### config.mk
export PLATFORM = sky130hd
export DESIGN_NAME = decode_operand_stage
export DESIGN_NICKNAME = d
export VERILOG_FILES = /design/src/rtl/decode_operand_stage.sv
export SDC_FILE = /design/constraint.sdc
export NUM_CORES = 1
export LEC_CHECK = 0
export BUFFER_PORTS_ARGS = -buffer_cell sky130_fd_sc_hd__buf_2
export CORE_MARGIN = 1.5
export CORE_UTILIZATION = 49
export DETAILED_ROUTE_END_ITERATION = 16
export PLACE_DENSITY = 0.81
export SYNTH_ARGS = -nofsm -noshare
export SYNTH_HDL_FRONTEND = slang
export SYNTH_SLANG_ARGS = --single-unit
### constraint.sdc
create_clock -name clk -period 2.57 [get_ports clk]
set_clock_uncertainty 0.05 [all_clocks]
set_input_delay 0.3855 -clock clk [delete_from_list [all_inputs] [get_ports clk]]
set_output_delay 0.3855 -clock clk [all_outputs]
set_load 0.02 [all_outputs]
### src/rtl/decode_operand_stage.sv
// decode_operand_stage: RV32I decode / operand-fetch stage.
// Drives register-file read addresses, selects operands (x0 forced to zero,
// optional same-cycle writeback forwarding), builds the sign-extended
// immediate, flags illegal opcodes and holds everything in an ID/EX register
// with valid/ready handshakes on both sides.
// Optional feature macro: WB_BYPASS_EN. When defined, writeback data is forwarded
// into the operands. When undefined, a matching writeback stalls the input for one cycle.
module decode_operand_stage #(
  parameter int XLEN = 32
) (
  input  logic            clk,
  input  logic            clr_n,
  input  logic            flush,
  input  logic            in_valid,
  output logic            in_ready,
  input  logic [31:0]     in_instr,
  input  logic [31:0]     in_pc,
  output logic [4:0]      rf_addr1,
  output logic [4:0]      rf_addr2,
  input  logic [XLEN-1:0] rf_rd1,
  input  logic [XLEN-1:0] rf_rd2,
  input  logic            wb_we,
  input  logic [4:0]      wb_addr,
  input  logic [XLEN-1:0] wb_data,
  output logic            out_valid,
  input  logic            out_ready,
  output logic [31:0]     out_pc,
  output logic [XLEN-1:0] out_rs1_val,
  output logic [XLEN-1:0] out_rs2_val,
  output logic [XLEN-1:0] out_imm,
  output logic [4:0]      out_rd,
  output logic [6:0]      out_opcode,
  output logic [2:0]      out_funct3,
  output logic            out_funct7b5,
  output logic            out_illegal
);

  // Source indices: slot 0 is rs1, slot 1 is rs2.
  logic [1:0][4:0]      src_idx;
  logic [1:0][XLEN-1:0] rf_rd;
  logic [1:0]           bypass_hit;
  logic [1:0][XLEN-1:0] operand;
  logic [1:0][4:0]      held_idx;
  logic [1:0][XLEN-1:0] held_val;
  logic [1:0]           refresh_hit;
  logic [1:0]           stall_hit;

  logic            hazard_stall;
  logic            capture;
  logic            holding;
  logic [6:0]      opcode;
  logic [XLEN-1:0] imm;
  logic            illegal;

  assign opcode     = in_instr[6:0];
  assign src_idx[0] = in_instr[19:15];
  assign src_idx[1] = in_instr[24:20];
  assign rf_rd[0]   = rf_rd1;
  assign rf_rd[1]   = rf_rd2;
  assign rf_addr1   = src_idx[0];
  assign rf_addr2   = src_idx[1];

  // Instruction parked in the output register waiting for execute.
  assign holding = out_valid & ~out_ready;

  genvar gi;
  for (gi = 0; gi < 2; gi++) begin : g_operand
`ifdef WB_BYPASS_EN
    assign bypass_hit[gi] = wb_we && (wb_addr == src_idx[gi]);
    assign stall_hit[gi]  = 1'b0;
`else
    assign bypass_hit[gi] = 1'b0;
    assign stall_hit[gi]  = wb_we && (wb_addr != 5'd0) && (wb_addr == src_idx[gi]);
`endif
    // x0 wins over forwarding, forwarding wins over the register file.
    assign operand[gi] = (src_idx[gi] == 5'd0) ? '0 :
                         bypass_hit[gi]        ? wb_data : rf_rd[gi];
    // A parked operand picks up a later write to its source register.
    assign refresh_hit[gi] = holding && wb_we && (wb_addr != 5'd0) &&
                             (wb_addr == held_idx[gi]);
  end

  // Without forwarding, wait one cycle so the register file commits the write first.
  assign hazard_stall = in_valid & (|stall_hit);
  assign in_ready     = flush | ((~out_valid | out_ready) & ~hazard_stall);
  assign capture      = in_valid & in_ready & ~flush;

  // Immediate generation and illegal-opcode detection by major opcode.
  always_comb begin
    imm     = '0;
    illegal = 1'b0;
    case (opcode)
      7'b0000011, 7'b0010011, 7'b1100111, 7'b1110011:
        imm = {{20{in_instr[31]}}, in_instr[31:20]};
      7'b0100011:
        imm = {{20{in_instr[31]}}, in_instr[31:25], in_instr[11:7]};
      7'b1100011:
        imm = {{19{in_instr[31]}}, in_instr[31], in_instr[7], in_instr[30:25],
               in_instr[11:8], 1'b0};
      7'b0110111, 7'b0010111:
        imm = {in_instr[31:12], 12'b0};
      7'b1101111:
        imm = {{11{in_instr[31]}}, in_instr[31], in_instr[19:12], in_instr[20],
               in_instr[30:21], 1'b0};
      7'b0110011, 7'b0001111:
        imm = '0;
      default: begin
        imm     = '0;
        illegal = 1'b1;
      end
    endcase
  end

  // ID/EX register: flush beats capture, capture beats drain and refresh.
  always_ff @(posedge clk or negedge clr_n) begin
    if (!clr_n) begin
      out_valid    <= 1'b0;
      out_pc       <= '0;
      out_imm      <= '0;
      out_rd       <= '0;
      out_opcode   <= '0;
      out_funct3   <= '0;
      out_funct7b5 <= 1'b0;
      out_illegal  <= 1'b0;
      held_idx     <= '0;
      held_val     <= '0;
    end else if (flush) begin
      out_valid <= 1'b0;
    end else if (capture) begin
      out_valid    <= 1'b1;
      out_pc       <= in_pc;
      out_imm      <= imm;
      out_rd       <= in_instr[11:7];
      out_opcode   <= opcode;
      out_funct3   <= in_instr[14:12];
      out_funct7b5 <= in_instr[30];
      out_illegal  <= illegal;
      held_idx     <= src_idx;
      held_val     <= operand;
    end else begin
      if (out_valid && out_ready) begin
        out_valid <= 1'b0;
      end
      for (int i = 0; i < 2; i++) begin
        if (refresh_hit[i]) begin
          held_val[i] <= wb_data;
        end
      end
    end
  end

  assign out_rs1_val = held_val[0];
  assign out_rs2_val = held_val[1];

endmodule

==> metrics.md <==
| Metric | Value |
|---|---|
| Status | `completed` |
| Fraction of layout cells with a size suffix above 1 | `45.0%` |
| Synth area leader | `dfrtp_1` |
| Initial antenna violation count | `0` |
| Startpoint types | `input pin` |
| Worst Setup End Kind | `primary output` |
| Clock transition at the registers of the reported paths | `60 ps` |
| N_diodes | `0` |
| Total track usage | `27.8%` |
| M1 WL | `10000 um` |
| Post-route cell area | `10700 um^2` |
| Crit path cell chain | `buf_2, or4_4, o2111a_1, buf_12, a21oi_1, buf_2` |
| Max incr delay on CP | `540 ps` |
| Largest net degree at the start of global routing | `95` |
| Total gr overflow | `0` |
| Final HPWL DP | `18100 um` |
| Peak supply drop | `0.000438 V` |
| First-pass GRT wire length | `38500 um` |
| Mapped cell area | `8290 um^2` |
| Number of I/O pins | `328` |
| Leak | `4.95 nW` |
| Setup Slack @ Placement | `2.89 ps` |
| Sequential-to-total area share from yosys stat | `47.1%` |
| Number of fill cells in the layout | `1360` |
| CP Class | `input pin to primary output` |
| R2R Setup Slk | `210 ps` |
| H-tree Lvls | `4` |
| CP Data Required Time | `2130 ps` |
| Wire length on met2 | `12400 um` |
| Root buf cell | `clkbuf_16` |
| DIE WIDTH | `133 um` |
| Initial Utilization | `50.0%` |
| Worst setup margin | `128 ps` |
| Top cell type's share of synthesized area | `47.1%` |
| Non-filler cells, final | `1267` |
| Die ar. | `17700 um^2` |
| Async SR Flop Fraction | `100%` |
| # setup viols final | `0` |
| Synth cell types | `48` |
| Slowest cell on crit path | `or4_4` |
| Synth-to-layout area growth | `29.2%` |
| Syn nets | `909` |
| Number of flops mapped to enable cells by yosys | `0` |
| Hold WS | `148 ps` |
| Hold WC Path Type | `input pin to flip-flop` |
| Max Slew Vio Count | `0` |
| Number of nets in the layout | `1205` |
| Clk buf depth | `2` |
| Initial drt markers | `581` |
| Pwr Total | `7.55 mW` |
| Port bufs | `327` |
| Number of global-route vias before repair | `7222` |
| Row count | `47` |
| Drt wl/cell | `19.8 um` |
| Final core utilization | `64.6%` |
| CTS Buf Count | `17` |
| Arr. time, crit path | `2010 ps` |
| Commonest cells after routing, fill and taps aside | `buf_2 (326), dfrtp_1 (156), a211oi_1 (64)` |
| Mapped Cells | `738` |
| Most common cell after layout, fill and taps aside | `buf_2` |
| CP dominant cell by count | `buf_2` |
| Synth Flop Type | `dfrtp_1` |
| Synth area leaders | `dfrtp_1 (47%), mux2_4 (7.4%), a211oi_1 (5.8%)` |
| CTS tree | `done` |
| P per Cell Area | `704 nW/um^2` |
| Final period util | `95.0%` |
| Final setup TNS | `0 ps` |
| Post-synthesis register bit count | `156` |
| RSZ-0062 raised after global routing | `false` |
| Routed wl met3 | `1840 um` |
| Via Count | `7436` |
| Max cap viols | `0` |
| Routed WL | `25100 um` |
| Post-DP Area | `10100 um^2` |
| Placed insts | `1234` |
| Clock tree sinks | `156` |
| Core ar. | `16600 um^2` |
| Max FO, Critical Path | `33` |
| Number of failing hold endpoints at the final stage | `0` |
| Max-Slew Margin vs Limit | `27.1%` |
| Final min period | `2440 ps` |
| Worst-Margin Slew | `1080 ps` |
| Clock Latency Late Sink | `410 ps` |
| DRT Pass-1 Iters | `7` |
| Fmax | `410 MHz` |
| Mapped Avg Cell Area | `11.2 um^2` |
| Final antenna-violating net count | `0` |
| RD Place Congestion | `0.861` |
| Drt drc | `0` |
| Die Height | `133 um` |
| Vias per inst | `5.87` |
| Max Used Layer | `met4` |
| Synth warnings | `0` |
cell usage after synthesis, types with 14 or more instances:
library cell,count
dfrtp_1,156
a211oi_1,64
o211ai_1,63
a31oi_1,62
nand2_1,45
clkbuf_1,41
mux2_4,41
inv_1,32
a2bb2oi_1,31
mux2i_1,28
a21oi_1,25
mux2_2,24
buf_6,20
xnor2_1,20
buf_2,14
logic make-up after synthesis:
| kind of cell | count (synthesis) | synth area share (%) |
|---|---|---|
| DFF | 156 | 47.1 |
| xor gates and xnor gates | 21 | 2.22 |
| muxes | 93 | 14.1 |
| buffers and inverters | 120 | 8.00 |
| AOI/OAI and AO/OA | 272 | 24.4 |
| and+or+nand+nor | 76 | 4.23 |
sequential cells by signal, indices dropped and copies added (netlist names):
register,count
out_illegal,1
out_pc,32
out_valid,1
held_idx,10
out_rd,5
out_opcode,7
out_rs2_val,32
out_funct3,3
out_funct7b5,1
out_imm,32
out_rs1_val,32
power breakdown:
group	total, mW	internal (mW)	switching, mW
Clock	2.44	1.46	0.985
Sequential	3.05	2.83	0.221
Combinational	2.06	0.839	1.22
Total	7.55	5.12	2.43
final cells by class:
| type | count | area [um^2] | share of cell area (%) |
|---|---|---|---|
| clock inverters | 10 | 118 | 1.10 |
| inverters | 32 | 120 | 1.12 |
| repair buffers | 365 | 2080 | 19.4 |
| multi-input cells | 462 | 3760 | 35.1 |
| flip-flops and latches | 156 | 3900 | 36.4 |
| well taps | 220 | 275 | 2.57 |
| clock buffers | 22 | 454 | 4.24 |
critical path: cells and delay by family:
kind	cells	cell delay (ps)
and+or+nand+nor	1	540
AOI/OAI and AO/OA	2	530
buffers and inverters	3	540
layer usage:
metal	vias up	GRT usage, %
met1	3617	35.3
met3	66	5.79
li1	3372	-
met5	-	0
met4	0	11.3
met2	381	46.4
final timing paths:
| check | end | start | cells after the start |
|---|---|---|---|
| max in group asynchronous | out_pc[17] | clr_n | 3 |
| worst min register to register | out_pc[30] | out_pc[30] | 1 |
| worst max register to register | out_rs2_val[31] | out_valid | 6 |
| worst min-delay path | out_pc[0] | in_pc[0] | 2 |
| worst max-delay path | in_ready | wb_addr[1] | 6 |
| min in group asynchronous | out_rd[1] | clr_n | 2 |
repair_timing:
item	4_1_cts	5_1_grt
resized for setup	0	0
hold buffers	1	0
setup buffers	0	0
endpoints found under the hold margin	56	0
Note: power is estimated with default switching activity, not from simulation.
